**src/rtl/uart_program_loader.sv**
```systemverilog
// Parses UART program-download frames (start marker, little-endian payload words, end marker)
// and streams the assembled words into instruction memory while holding the core in reset.
module uart_program_loader #(
    parameter logic [31:0] BASE_ADDR      = 32'h0000_0000,
    parameter int unsigned MAX_WORDS      = 1024,
    parameter logic [31:0] TIMEOUT_CYCLES = 32'd1_000_000
) (
    input  logic        clk,
    input  logic        reset,
    input  logic [7:0]  rx_data,
    input  logic        rx_valid,
    output logic        prog_write_enable,
    output logic [31:0] prog_write_address,
    output logic [31:0] prog_write_data,
    output logic        loading,
    output logic        load_done,
    output logic        frame_error,
    output logic [31:0] word_count
);
    localparam int unsigned WORD_W = 32;
    // Start window keeps the oldest byte in the MSB; the end marker is a little-endian word.
    localparam logic [WORD_W-1:0] START_MARKER = 32'h5aa5_0ff0;
    localparam logic [WORD_W-1:0] END_MARKER   = 32'h5aa5_0ff0;

    typedef enum logic [0:0] {HUNT, LOAD} state_t;

    state_t            state, state_next;
    logic [WORD_W-1:0] shift, shift_next;
    logic [1:0]        byte_idx, byte_idx_next;
    logic [WORD_W-1:0] timer, timer_next;
    logic              write_enable_next;
    logic [WORD_W-1:0] write_address_next;
    logic [WORD_W-1:0] write_data_next;
    logic              loading_next;
    logic              load_done_next;
    logic              frame_error_next;
    logic [WORD_W-1:0] word_count_next;
    logic [WORD_W-1:0] window_in;
    logic [WORD_W-1:0] word_in;

    always_ff @(posedge clk or posedge reset) begin
        if (reset) begin
            state              <= HUNT;
            shift              <= '0;
            byte_idx           <= '0;
            timer              <= '0;
            prog_write_enable  <= 1'b0;
            prog_write_address <= '0;
            prog_write_data    <= '0;
            loading            <= 1'b0;
            load_done          <= 1'b0;
            frame_error        <= 1'b0;
            word_count         <= '0;
        end else begin
            state              <= state_next;
            shift              <= shift_next;
            byte_idx           <= byte_idx_next;
            timer              <= timer_next;
            prog_write_enable  <= write_enable_next;
            prog_write_address <= write_address_next;
            prog_write_data    <= write_data_next;
            loading            <= loading_next;
            load_done          <= load_done_next;
            frame_error        <= frame_error_next;
            word_count         <= word_count_next;
        end
    end

    always_comb begin
        state_next         = state;
        shift_next         = shift;
        byte_idx_next      = byte_idx;
        timer_next         = timer;
        write_enable_next  = 1'b0;
        write_address_next = prog_write_address;
        write_data_next    = prog_write_data;
        loading_next       = loading;
        load_done_next     = 1'b0;
        frame_error_next   = 1'b0;
        word_count_next    = word_count;

        window_in = {shift[23:0], rx_data};
        word_in   = shift;
        case (byte_idx)
            2'd0:    word_in[7:0]   = rx_data;
            2'd1:    word_in[15:8]  = rx_data;
            2'd2:    word_in[23:16] = rx_data;
            default: word_in[31:24] = rx_data;
        endcase

        case (state)
            HUNT: begin
                if (rx_valid) begin
                    shift_next = window_in;
                    if (window_in == START_MARKER) begin
                        state_next      = LOAD;
                        loading_next    = 1'b1;
                        shift_next      = '0;
                        byte_idx_next   = '0;
                        timer_next      = '0;
                        word_count_next = '0;
                    end
                end
            end
            LOAD: begin
                // Timeout wins over a byte arriving on the same cycle.
                if (timer == TIMEOUT_CYCLES) begin
                    state_next       = HUNT;
                    loading_next     = 1'b0;
                    frame_error_next = 1'b1;
                    shift_next       = '0;
                    byte_idx_next    = '0;
                end else if (rx_valid) begin
                    timer_next    = '0;
                    shift_next    = word_in;
                    byte_idx_next = byte_idx + 2'd1;
                    if (byte_idx == 2'd3) begin
                        shift_next = '0;
                        if (word_in == END_MARKER) begin
                            state_next     = HUNT;
                            loading_next   = 1'b0;
                            load_done_next = 1'b1;
                        end else if (word_count == WORD_W'(MAX_WORDS)) begin
                            state_next       = HUNT;
                            loading_next     = 1'b0;
                            frame_error_next = 1'b1;
                        end else begin
                            write_enable_next  = 1'b1;
                            write_address_next = BASE_ADDR + (word_count << 2);
                            write_data_next    = word_in;
                            word_count_next    = word_count + 32'd1;
                        end
                    end
                end else begin
                    timer_next = timer + 32'd1;
                end
            end
            default: state_next = HUNT;
        endcase
    end
endmodule

```
**config.mk**
```make
export PLATFORM = sky130hd
export DESIGN_NAME = uart_program_loader
export DESIGN_NICKNAME = d
export VERILOG_FILES = /design/src/rtl/uart_program_loader.sv
export SDC_FILE = /design/constraint.sdc
export NUM_CORES = 1
export LEC_CHECK = 0
export CORE_MARGIN = 3
export CORE_UTILIZATION = 62
export CTS_BUF_LIST = sky130_fd_sc_hd__clkbuf_4
export CTS_CLUSTER_SIZE = 24
export DETAILED_ROUTE_END_ITERATION = 16
export PLACE_DENSITY = 0.89
export SYNTH_ARGS = -nofsm -noshare
export SYNTH_HDL_FRONTEND = slang
export SYNTH_SLANG_ARGS = --single-unit
```
**constraint.sdc**
```tcl
create_clock -name clk -period 20.2 [get_ports clk]
set_input_delay 6.06 -clock clk [delete_from_list [all_inputs] [get_ports clk]]
set_output_delay 6.06 -clock clk [all_outputs]
set_load 0.01 [all_outputs]
```
=== After elaboration in Yosys (flattened, before gate mapping) ===
Cells that the tools add are included.

* Input bits: 11
* Output and inout port bits: 100
* Bits in registers: 165

* Equal/unequal tests: 17
* Bitwise logic cells: 4
* $add $sub $neg: 3
* Reductions and logical operators: 8
* Multiplexer cells: 57

{| class="wikitable"
|+ Operators with widths
! operator !! number
|-
| 32-bit 2-to-1 mux || 14
|-
| 32-bit case mux with 2 select lines || 3
|-
| 32-bit by 1-bit adder with 32-bit output (second input constant) || 2
|-
| 32-bit by 31-bit == test with 1-bit output (second input constant) || 2
|-
| 32-bit by 11-bit == test with 1-bit output (second input constant) || 1
|-
| 32-bit by 20-bit == test with 1-bit output (second input constant) || 1
|-
| 8-bit 2-to-1 mux || 4
|-
| 1-bit 2-to-1 mux || 29
|-
| 2-bit != test (second input constant) || 6
|-
| 2-bit 2-to-1 mux || 4
|-
| 7-bit AND reduction || 1
|-
| 3-bit AND reduction || 2
|-
| 6-bit AND reduction || 1
|-
| 5-bit AND reduction || 1
|-
| 2-bit == test (second input constant) || 2
|-
| 4-bit by 1-bit != test with 1-bit output (second input constant) || 1
|-
| 1-bit inverter || 4
|-
| 1-bit case mux with 2 select lines || 2
|-
| 2-bit case mux with 2 select lines || 1
|-
| 3-bit by 1-bit != test with 1-bit output (second input constant) || 1
|-
| 3-bit by 2-bit != test with 1-bit output (second input constant) || 1
|-
| 3-bit OR reduction || 1
|-
| 2-bit by 1-bit adder with 2-bit output (second input constant) || 1
|-
| 2-bit by 1-bit == test with 1-bit output (second input constant) || 1
|-
| 3 further kinds || 3
|}

=== Logic depth before layout (Yosys ltp) ===
Gate-level depths: netlist (run 1).

* Depth in word-level cells: 9
* Depth in mapped cells: 12

=== Worst setup path before layout (run 1) ===
Ideal clock, no wire load.

* Path kind: in2reg
* From: input rx_data[3]
* To: register timer[15]
* Data arrival time: 7.941 ns
* Stages: 8
* Data required time: 20.122 ns
* Path slack: 12.181 ns
* Buffers on the path: 2
* Cell sequence: buf_6 and4b_1 nand4_2 or4_4 buf_6 a211o_1 or3_1 a21oi_1

* Longest elaborated chain between the ends: 3

{| class="wikitable"
|+ Ends and longest elaborated chain
! what !! line !! source
|-
| start, declared || 10 || <nowiki>input logic [7:0] rx_data,</nowiki>
|-
| 32-bit by 31-bit == test with 1-bit output || 95 || <nowiki>if (window_in == START_MARKER) begin</nowiki>
|-
| 2-bit != test (no source line) || -- ||
|-
| 3-bit AND reduction (no source line) || -- ||
|-
| end signal, assigned || 58 || <nowiki>timer <= timer_next;</nowiki>
|-
| end, declared || 30 || <nowiki>logic [WORD_W-1:0] timer, timer_next;</nowiki>
|}

Every way passes these cells.
A chain may end at the register's enable or synchronous reset.

=== Worst setup path in the final report (run 1) ===
* From: input rx_data[4]
* To: register word_count[26]

* Longest elaborated chain between the ends: 4

{| class="wikitable"
|+ Ends and longest elaborated chain
! what !! line !! source
|-
| 8-bit 2-to-1 mux || 84 || <nowiki>case (byte_idx)</nowiki>
|-
| 32-bit by 31-bit == test with 1-bit output || 119 || <nowiki>if (word_in == END_MARKER) begin</nowiki>
|-
| 2-bit != test (no source line) || -- ||
|-
| 7-bit AND reduction (no source line) * || -- ||
|-
| end signal, assigned || 65 || <nowiki>word_count <= word_count_next;</nowiki>
|-
| end, declared || 18 || <nowiki>output logic [31:0] word_count</nowiki>
|}

Mark *: on every way between the ends. The rest lies on a longest branch, timed or not.

==> flow_metrics.env, run 1 <==
export IMPL_setup_viol=0
export IMPL_p_total_mw=0.579
export IMPL_finalCriticalPeriod_ns=9.02
export IMPL_io_buffers=108
export IMPL_power_share_clock_pct=32.7
export IMPL_hold_path_class="flop to flop"
export IMPL_wl_per_cell_um=19.6
export IMPL_slew_violations=0
export IMPL_clkLatencyLatePin_ns=0.57
export IMPL_synth_cell_types=65
export IMPL_yosysMostFrequentCell="dfrtp_1"
export IMPL_num_rows=41
export IMPL_path_common_cell="nand2_1"
export IMPL_post_route_period_util_pct=44.6
export IMPL_clock_fmax_mhz=111
export IMPL_synth_common_cells="dfrtp_1, nor2_1, nand2_1"
export IMPL_reg2reg_slack_ns=16.30
export IMPL_p_per_area_mw_per_mm2=60.5
export IMPL_core_area_mm2=0.0128
export IMPL_layout_drive_gt1_share_pct=9.29
export IMPL_cts_setup_buffers=0
export IMPL_first_global_vias=6741
export IMPL_ys_warnings_count=0
export IMPL_p_int_mw=0.433
export IMPL_clkTransAtPathRegs_ns=0.13
export IMPL_ios=111
export IMPL_worstMarginPinSlew_ns=1.14
export IMPL_hold_viol=0
export IMPL_crit_buf_inv=2
export IMPL_fin_tns_setup_ns=0
export IMPL_cts_root_buffer_cell="clkbuf_4"
export IMPL_cp_num_cells=9
export IMPL_ir_worst_vdd_mv=0.0420
export IMPL_grt_overflow=0
export IMPL_synth_seq_cells=165
export IMPL_die_width_um=121
export IMPL_place_hpwl_mm=14.5
export IMPL_seqPwrFrac_pct=60.5
export IMPL_drt_iter0_drc=843
export IMPL_grt_total_usage_pct=29.4
export IMPL_min_path_cells=1
export IMPL_timing_rr_end="word_count[17]$_DFFE_PP0P_"
export IMPL_path_cells="clkdlybuf4s50_1, and4bb_1, nand2_1, or4_1, o21ai_2, buf_4, nand2_1, o311ai_0, o31ai_1"
export IMPL_worst_path_max_delay_cell="clkdlybuf4s50_1"
export IMPL_cts_sinks=165
export IMPL_postSynthCellCount=794
export IMPL_routed_wl_mm=20.9
export IMPL_hold_ws_ns=0.516
export IMPL_worst_ep_required_time_ns=20.65
export IMPL_syn_to_final_growth_pct=17.0
export IMPL_worstSetupStartpoint="rx_data[4]"
export IMPL_leakagePower_nw=4.14
export IMPL_synth_top_area_share_pct=50.5
export IMPL_htreeDepth=4
export IMPL_die_y_um=121
export IMPL_avgViaCountPerCell=6.45
export IMPL_max_stage_delay_ns=0.79
export IMPL_postRouteAntennaNets=0
export IMPL_avgSynthCellArea_um2=10.3
export IMPL_nFillCells=859
export IMPL_slew_headroom_pct=24.0
export IMPL_worst_r2r_startpoint="byte_idx[0]$_DFFE_PP0P_"
export IMPL_worstPathArrival_ns=9.47
export IMPL_p_comb_share_pct=6.8
export IMPL_layout_nets=900
export IMPL_synth_seq_area_share_pct=50.5
export IMPL_place_congestion=0.943
export IMPL_clockBufferDepth=2
export IMPL_postCtsHoldBufs=0
export IMPL_grt_antenna_before_repair=0
export IMPL_drcViolationCount=0
export IMPL_start_util_pct=64.1
export IMPL_maxCapViolCount=0
export IMPL_worstSetupPathType="input port to flop"
export IMPL_synth_edf_count=0
export IMPL_grt_pass1_wl_mm=34.3
export IMPL_n_antenna_cell=0
export IMPL_netlist_top_cell_by_area="dfrtp_1"
export IMPL_finClkSkew_ns=0.0143
export IMPL_cts_resized=0
export IMPL_status="complete, no violations"
export IMPL_cts_buffers=17
export IMPL_syn_cell_area_mm2=0.00818
export IMPL_r2r_cells=9
export IMPL_ys_top_cells_by_area="dfrtp_1, mux2_2, mux2i_1, nor2_1, nand2_1"
export IMPL_async_flop_share_pct=100
export IMPL_dieArea_mm2=0.0146
export IMPL_start_kind="input port"
export IMPL_grt_max_degree=112
export IMPL_synth_flop_cell="dfrtp_1"
export IMPL_rsz0062_at_grt="false"
export IMPL_vias=6869
export IMPL_p_sw_mw=0.147
export IMPL_critPathMaxFanout=40
export IMPL_swShare_pct=25.3
export IMPL_endpoint="word_count[26]$_DFFE_PP0P_"
export IMPL_crit_path_end_kind="flop"
export IMPL_crit_family="simple AND/OR/NAND/NOR gates"
export IMPL_drt_first_pass_iters=6
export IMPL_tritoncts="built"
==> area by class of cell <==
type / count / area, um2 / area share (%)
clock buffer: 22 / 165 / 1.72
clock inverter: 10 / 108 / 1.12
inverter: 17 / 68.8 / 0.719
multi-input combinational: 566 / 3770 / 39.4
sequential: 165 / 4130 / 43.1
tap: 172 / 215 / 2.25
timing repair buffer: 113 / 1120 / 11.7
==> worst min-delay path by stage <==
stage                                             from                                 end  slack [ns]
CTS                 prog_write_address[26]$_DFFE_PP0P_  prog_write_address[26]$_DFFE_PP0P_        0.52
detailed placement  prog_write_address[30]$_DFFE_PP0P_  prog_write_address[30]$_DFFE_PP0P_        0.49
global placement                 shift[30]$_DFFE_PP0P_               shift[30]$_DFFE_PP0P_        0.49
floorplan                        shift[30]$_DFFE_PP0P_               shift[30]$_DFFE_PP0P_        0.47
global route        prog_write_address[30]$_DFFE_PP0P_  prog_write_address[30]$_DFFE_PP0P_        0.53
finish              prog_write_address[26]$_DFFE_PP0P_  prog_write_address[26]$_DFFE_PP0P_        0.52
==> per-layer routing <==
| layer | vias up | global-route usage (%) | routed length (um) |
|---|---|---|---|
| met5 | - | 0 | 0 |
| met1 | 3370 | 38.5 | 8340 |
| met4 | 0 | 13.5 | 724 |
| met3 | 69 | 5.59 | 1390 |
| met2 | 339 | 47.7 | 10400 |
| li1 | 3091 | - | - |
==> per-stage QoR <==
stage	setup WS (ns)	instance area [um2]	instances	util, %
2_1_floorplan	9.68	8190	795	-
3_3_place_gp	10.78	9300	1033	72.8
3_5_place_dp	10.64	9300	1033	72.8
4_1_cts	11.25	9580	1065	75.0
5_1_grt	11.03	9580	1065	75.0
6_report	11.18	9580	1065	75.0
==> power by group through the flow <==
| stage | combinational [mW] | clock, mW | sequential [mW] |
|---|---|---|---|
| final | 0.0392 | 0.190 | 0.350 |
| after floorplan | 0.0285 | 0 | 0.352 |
| after CTS | 0.0396 | 0.192 | 0.350 |
| after global placement | 0.0383 | 0 | 0.356 |
| after detailed placement | 0.0394 | 0 | 0.356 |
| after global routing | 0.0436 | 0.206 | 0.351 |
==> kinds of logic (layout without fill, tap and decap cells) <==
family / count (synthesis) / in the layout / share of synthesized area (%)
adders and majority gates: 9 / 9 / 1.38
DFF: 165 / 165 / 50.5
and+or+nand+nor: 289 / 289 / 18.6
muxes: 67 / 67 / 8.70
buffers and inverters: 64 / 162 / 3.59
AOI/OAI and AO/OA: 173 / 173 / 14.5
xor gates and xnor gates: 26 / 26 / 2.78
other: 1 / 2 / 0.0458
==> cells in the final DEF, fill, tap and decap left out, types with 3 or more instances in the layout <==
cell | netlist | layout
nor3b_1 | 3 | 3
o21ai_1 | 6 | 5
o31ai_1 | 12 | 12
inv_1 | 17 | 16
mux2i_1 | 34 | 34
o211ai_1 | 10 | 10
xor2_1 | 24 | 24
a22oi_1 | 15 | 15
o22ai_1 | 3 | 3
mux2_2 | 33 | 33
nor3_1 | 9 | 9
a211o_1 | 3 | 3
nor2_1 | 74 | 74
a21oi_1 | 44 | 44
and3_1 | 11 | 11
clkbuf_4 | 0 | 22
o311ai_0 | 8 | 8
nand2b_1 | 3 | 3
and2_1 | 6 | 6
or3_1 | 10 | 10
o21ai_0 | 33 | 33
nand3_1 | 39 | 39
clkinvlp_4 | 0 | 4
clkdlybuf4s50_1 | 0 | 108
nand2_1 | 63 | 63
buf_4 | 2 | 5
nor4_1 | 14 | 14
nand4_1 | 24 | 24
and4_1 | 7 | 7
nor4bb_1 | 6 | 6
dfrtp_1 | 165 | 165
a32o_1 | 3 | 3
a22o_1 | 19 | 19
ha_1 | 9 | 9
==> flip-flops by register name, indices dropped and copies added, names as in the netlist <==
signal / count
timer: 32
prog_write_data: 32
loading: 1
prog_write_address: 30
prog_write_enable: 1
frame_error: 1
word_count: 32
load_done: 1
byte_idx: 2
state: 1
shift: 32
No activity file was read; power rests on OpenSTA's default activity.
==> run 2, diff against run 1 <==
--- a/config.mk
+++ b/config.mk
@@ -6,11 +6,11 @@
 export NUM_CORES = 1
 export LEC_CHECK = 0
 export CORE_MARGIN = 3
-export CORE_UTILIZATION = 62
+export CORE_UTILIZATION = 52
 export CTS_BUF_LIST = sky130_fd_sc_hd__clkbuf_4
 export CTS_CLUSTER_SIZE = 24
 export DETAILED_ROUTE_END_ITERATION = 16
-export PLACE_DENSITY = 0.89
+export PLACE_DENSITY = 0.79
 export SYNTH_ARGS = -nofsm -noshare
 export SYNTH_HDL_FRONTEND = slang
 export SYNTH_SLANG_ARGS = --single-unit
==> constraint.sdc (replaced) <==
create_clock -name clk -period 7.7 [get_ports clk]
set_input_delay 2.31 -clock clk [delete_from_list [all_inputs] [get_ports clk]]
set_output_delay 2.31 -clock clk [all_outputs]
set_load 0.01 [all_outputs]
==> run 2 against run 1 <==
Utilization is 12 points lower. Hold slack better by 0.0014 ns. Via count is 2.3% lower. Combinational power grew to 2.6 times the previous value. Sequential cell count stayed put. Worst setup slack worse by 8.6 ns. Sequential share of layout area is 0.38 points lower. Design area is 0.89% higher. Critical endpoint is now prog_write_address[2]$_DFFE_PP0P_. Largest cell class unchanged.
==> flow_metrics.env, run 2 (synthesis results as in run 1) <==
export IMPL_place_congestion=0.919
export IMPL_grt_pass1_wl_mm=32.0
export IMPL_cts_setup_buffers=0
export IMPL_io_buffers=108
export IMPL_leakagePower_nw=4.15
export IMPL_clockBufferDepth=2
export IMPL_routed_wl_mm=19.5
export IMPL_worst_ep_required_time_ns=8.17
export IMPL_slew_violations=0
export IMPL_finalCriticalPeriod_ns=5.13
export IMPL_drcViolationCount=0
export IMPL_seqPwrFrac_pct=59.3
export IMPL_critPathMaxFanout=82
export IMPL_crit_path_end_kind="flop"
export IMPL_syn_to_final_growth_pct=18.1
export IMPL_worstMarginPinSlew_ns=1.17
export IMPL_clkLatencyLatePin_ns=0.57
export IMPL_cts_resized=0
export IMPL_worstPathArrival_ns=5.60
export IMPL_clkTransAtPathRegs_ns=0.13
export IMPL_first_global_vias=6377
export IMPL_cts_sinks=165
export IMPL_drt_first_pass_iters=5
export IMPL_nFillCells=1250
export IMPL_placedCellCount=1072
export IMPL_status="complete, no violations"
export IMPL_grt_overflow=0
export IMPL_ios=111
export IMPL_grt_total_usage_pct=22.7
export IMPL_finClkSkew_ns=0.0216
export IMPL_avgViaCountPerCell=6.08
export IMPL_dieArea_mm2=0.0173
export IMPL_finalNonFillerCells=1104
export IMPL_start_util_pct=53.4
export IMPL_htreeDepth=4
export IMPL_worst_path_max_delay_cell="nor2_4"
export IMPL_r2r_cells=8
export IMPL_worstSetupPathType="input port to flop"
export IMPL_num_rows=45
export IMPL_maxCapViolCount=0
export IMPL_cts_root_buffer_cell="clkbuf_4"
export IMPL_grt_max_degree=115
export IMPL_crit_family="simple AND/OR/NAND/NOR gates"
export IMPL_die_y_um=131
export IMPL_place_hpwl_mm=13.2
export IMPL_tritoncts="built"
export IMPL_fin_tns_setup_ns=0
export IMPL_timing_rr_end="prog_write_address[2]$_DFFE_PP0P_"
export IMPL_max_stage_delay_ns=0.69
export IMPL_post_route_period_util_pct=66.6
export IMPL_reg2reg_slack_ns=3.83
export IMPL_worst_r2r_startpoint="byte_idx[0]$_DFFE_PP0P_"
export IMPL_rsz0062_at_grt="false"
export IMPL_grt_antenna_before_repair=1
export IMPL_slew_headroom_pct=21.2
export IMPL_die_width_um=131
export IMPL_postCtsHoldBufs=0
export IMPL_p_comb_share_pct=6.6
export IMPL_postRouteAntennaNets=0
export IMPL_ir_worst_vdd_mv=0.116
export IMPL_p_per_area_mw_per_mm2=160
export IMPL_hold_viol=0
export IMPL_worstSetupStartpoint="rx_data[5]"
export IMPL_core_area_mm2=0.0153
export IMPL_path_cells="clkdlybuf4s50_1, and3b_1, a32o_1, and3_1, a31o_2, nor2_4, buf_12, mux2_2"
export IMPL_mostFrequentLayoutCell="dfrtp_1"
export IMPL_cts_buffers=17
export IMPL_clock_fmax_mhz=195
export IMPL_p_int_mw=1.15
export IMPL_power_share_clock_pct=34.1
export IMPL_layout_drive_gt1_share_pct=9.19
export IMPL_swShare_pct=25.5
export IMPL_wl_per_cell_um=17.7
export IMPL_hold_path_class="flop to flop"
export IMPL_setup_viol=0
export IMPL_p_sw_mw=0.395
export IMPL_mostFrequentLayoutCells="dfrtp_1, clkdlybuf4s50_1, nor2_1"
export IMPL_endpoint="prog_write_address[2]$_DFFE_PP0P_"
export IMPL_layout_nets=900
export IMPL_vias=6714
export IMPL_cp_num_cells=8
export IMPL_p_total_mw=1.55
export IMPL_start_kind="input port"
export IMPL_drt_iter0_drc=591
export IMPL_crit_buf_inv=2
## run 2: power by group through the flow
| stage | Clock, mW | Combinational [mW] | Sequential (mW) |
|---|---|---|---|
| floorplan | 0 | 0.0749 | 0.922 |
| global placement | 0 | 0.102 | 0.932 |
| detailed placement | 0 | 0.103 | 0.932 |
| CTS | 0.541 | 0.103 | 0.916 |
| global route | 0.580 | 0.113 | 0.921 |
| finish | 0.528 | 0.102 | 0.918 |
## run 2: worst min-delay path by stage
stage	start	end	slack [ns]	cells after the start
floorplan	shift[30]$_DFFE_PP0P_	shift[30]$_DFFE_PP0P_	0.47	1
global placement	prog_write_address[19]$_DFFE_PP0P_	prog_write_address[19]$_DFFE_PP0P_	0.49	1
detailed placement	prog_write_address[19]$_DFFE_PP0P_	prog_write_address[19]$_DFFE_PP0P_	0.50	1
CTS	prog_write_address[22]$_DFFE_PP0P_	prog_write_address[22]$_DFFE_PP0P_	0.52	1
global route	prog_write_address[13]$_DFFE_PP0P_	prog_write_address[13]$_DFFE_PP0P_	0.53	1
finish	prog_write_address[23]$_DFFE_PP0P_	prog_write_address[23]$_DFFE_PP0P_	0.52	1
## run 2: layout make-up
| class | instances | area, um2 | area share, % |
|---|---|---|---|
| Antenna cell | 1 | 2.50 | 0.0259 |
| Clock buffer | 18 | 135 | 1.40 |
| Clock inverter | 13 | 159 | 1.64 |
| Inverter | 17 | 68.8 | 0.712 |
| Multi-Input combinational cell | 566 | 3770 | 39.0 |
| Sequential cell | 165 | 4130 | 42.7 |
| Tap cell | 211 | 264 | 2.73 |
| Timing Repair Buffer | 113 | 1130 | 11.7 |
## run 2: metrics by stage
| step | setup slack (ns) | util [%] | area (um2) | hold WS (ns) |
|---|---|---|---|---|
| floorplan | 0.928 | - | 8190 | 0.465 |
| finish | 2.57 | 63.1 | 9660 | 0.517 |
| CTS | 2.65 | 63.1 | 9660 | 0.523 |
| global placement | 2.08 | 61.1 | 9360 | 0.489 |
| detailed placement | 1.99 | 61.1 | 9360 | 0.495 |
| global route | 2.48 | 63.1 | 9660 | 0.534 |
## run 2: per-layer routing
layer | up-vias | share of wire (%) | wire length (um) | track usage [%]
met5 | - | 0 | 0 | 0
li1 | 3092 | - | - | -
met1 | 3313 | 43 | 8480 | 31.1
met4 | 0 | 2.4 | 470 | 10.1
met3 | 38 | 6.5 | 1270 | 4.40
met2 | 271 | 48 | 9290 | 35.3
==> run 3, diff against run 2 <==
==> constraint.sdc (replaced) <==
create_clock -name clk -period 4.4 [get_ports clk]
set_input_delay 1.32 -clock clk [delete_from_list [all_inputs] [get_ports clk]]
set_output_delay 1.32 -clock clk [all_outputs]
set_load 0.01 [all_outputs]
==> run 3 against run 2 <==
Final cell count rose by 1.5%. Total power is 74% higher. Clock skew rose by 0.0018 ns. Via count up 1.2%. Sequential cell count unchanged. Global-route usage grew 0.30 points. Register-to-register slack got worse by 2.8 ns. Combinational power is 83% higher. Sequential share of layout area fell by 0.68 points. Largest cell class unchanged.
==> flow_metrics.env, run 3 (synthesis results as in run 1) <==
export IMPL_mostFrequentLayoutCells="dfrtp_1, clkdlybuf4s50_1, nor2_1"
export IMPL_cts_root_buffer_cell="clkbuf_4"
export IMPL_dieArea_mm2=0.0173
export IMPL_mostFrequentLayoutCell="dfrtp_1"
export IMPL_cts_setup_buffers=0
export IMPL_crit_buf_inv=1
export IMPL_worst_path_max_delay_cell="nor2_1"
export IMPL_grt_antenna_before_repair=1
export IMPL_worstSetupStartpoint="rx_data[6]"
export IMPL_cts_resized=0
export IMPL_worstMarginPinSlew_ns=1.14
export IMPL_fin_tns_setup_ns=0
export IMPL_hold_path_class="flop to flop"
export IMPL_htreeDepth=4
export IMPL_routed_wl_mm=20.0
export IMPL_grt_max_degree=66
export IMPL_avgViaCountPerCell=6.06
export IMPL_clock_fmax_mhz=278
export IMPL_start_util_pct=53.4
export IMPL_finalCriticalPeriod_ns=3.60
export IMPL_grt_overflow=0
export IMPL_worstSetupPathType="input port to flop"
export IMPL_cts_buffers=17
export IMPL_postRouteAntennaNets=0
export IMPL_critPathMaxFanout=16
export IMPL_drt_first_pass_iters=6
export IMPL_max_stage_delay_ns=0.86
export IMPL_path_cells="clkdlybuf4s50_1, and3b_1, nand4_1, nor3_1, nor2_1, a21oi_1, nor2_1, a22o_1"
export IMPL_grt_pass1_wl_mm=32.6
export IMPL_status="complete, no violations"
export IMPL_postCtsHoldBufs=0
export IMPL_place_congestion=0.918
export IMPL_drt_iter0_drc=809
export IMPL_die_width_um=131
export IMPL_num_rows=45
export IMPL_tritoncts="built"
export IMPL_maxCapViolCount=0
export IMPL_crit_family="simple AND/OR/NAND/NOR gates"
export IMPL_wl_per_cell_um=17.8
export IMPL_vias=6794
export IMPL_syn_to_final_growth_pct=20.0
export IMPL_layout_drive_gt1_share_pct=10.8
export IMPL_setup_viol=0
export IMPL_crit_path_end_kind="flop"
export IMPL_worstPathArrival_ns=4.13
export IMPL_place_ws_ns=0.239
export IMPL_slew_violations=0
export IMPL_cts_sinks=165
export IMPL_r2r_cells=9
export IMPL_ir_worst_vdd_mv=0.184
export IMPL_rsz0062_at_grt="false"
export IMPL_leakagePower_nw=4.25
export IMPL_hold_viol=0
export IMPL_hp_start="prog_write_address[28]$_DFFE_PP0P_"
export IMPL_io_buffers=108
export IMPL_core_area_mm2=0.0153
export IMPL_post_route_period_util_pct=81.8
export IMPL_clkTransAtPathRegs_ns=0.13
export IMPL_finClkSkew_ns=0.0235
export IMPL_start_kind="input port"
export IMPL_cp_num_cells=8
export IMPL_first_global_vias=6360
export IMPL_ios=111
export IMPL_worst_ep_required_time_ns=4.93
export IMPL_grt_total_usage_pct=23.0
export IMPL_min_path_cells=1
export IMPL_die_y_um=131
export IMPL_place_hpwl_mm=14.0
export IMPL_p_per_area_mw_per_mm2=275
export IMPL_layout_nets=918
export IMPL_clkLatencyLatePin_ns=0.58
export IMPL_clockBufferDepth=2
export IMPL_drcViolationCount=0
export IMPL_setup_ws_ns=0.801
export IMPL_slew_headroom_pct=23.9
export IMPL_path_common_cell="nor2_1"
export IMPL_worst_r2r_startpoint="byte_idx[1]$_DFFE_PP0P_"
==> run 3: changes by cell type in the layout (fill, tap and decap cells not counted), sizes merged <==
cell      previous run  this run
clkinvlp             4         2
clkinv               5         7
buf                  5        23
inv                 18        16
clkbuf              18        19
==> run 3: through the flow <==
stage / hold slack, ns / util (%) / area (um2) / power [mW] / instances
floorplan: 0.465 / - / 8190 / 1.75 / 795
global placement: 0.490 / 62.3 / 9540 / 1.81 / 1090
detailed placement: 0.495 / 62.3 / 9540 / 1.82 / 1090
CTS: 0.523 / 64.1 / 9810 / 2.72 / 1120
global route: 0.533 / 64.1 / 9820 / 2.80 / 1121
finish: 0.518 / 64.1 / 9820 / 2.70 / 1121
==> run 3: final timing paths <==
check	end	slack (ns)
max	shift[6]$_DFFE_PP0P_	0.80
min in group asynchronous	timer[12]$_DFFE_PP0P_	1.18
max reg2reg	prog_write_data[13]$_DFFE_PP0P_	1.04
min reg2reg	prog_write_address[28]$_DFFE_PP0P_	0.52
min	prog_write_address[28]$_DFFE_PP0P_	0.52
max in group asynchronous	timer[20]$_DFFE_PP0P_	2.40
==> run 3: report_power, final <==
group / total, mW / switching (mW) / internal [mW] / leakage [nW]
combinational: 0.187 / 0.108 / 0.0792 / 1.86
clock: 0.909 / 0.515 / 0.394 / 0.151
sequential: 1.60 / 0.0509 / 1.55 / 2.24
total: 2.70 / 0.673 / 2.03 / 4.25
==> run 3: metal layers <==
layer  track usage [%]  part of all wire [%]  vias up
met2              36.7                    47      299
met1              31.5                    44     3315
li1                  -                     -     3132
met3              4.90                   6.6       48
met5                 0                     0        -
met4              7.47                   2.3        0
==> run 3: worst reg2reg max path, stage by stage (launching register included) <==
cell	delay (ns)
dfrtp_1	0.43
ha_1	0.78
mux2i_1	0.34
a31oi_1	0.18
a2111oi_4	0.48
a31o_2	0.36
nor2_4	0.09
buf_4	0.32
nor2_1	0.21
a21oi_1	0.05
==> run 3: layout make-up <==
cell class / count / area, um2
fillers: 1258 / 5500
flip-flops and latches: 165 / 4130
multi-input cells: 566 / 3770
repair buffers: 131 / 1300
well taps: 211 / 264
clock buffers: 19 / 143
clock inverters: 11 / 136
inverters: 17 / 67.6
diodes: 1 / 2.50
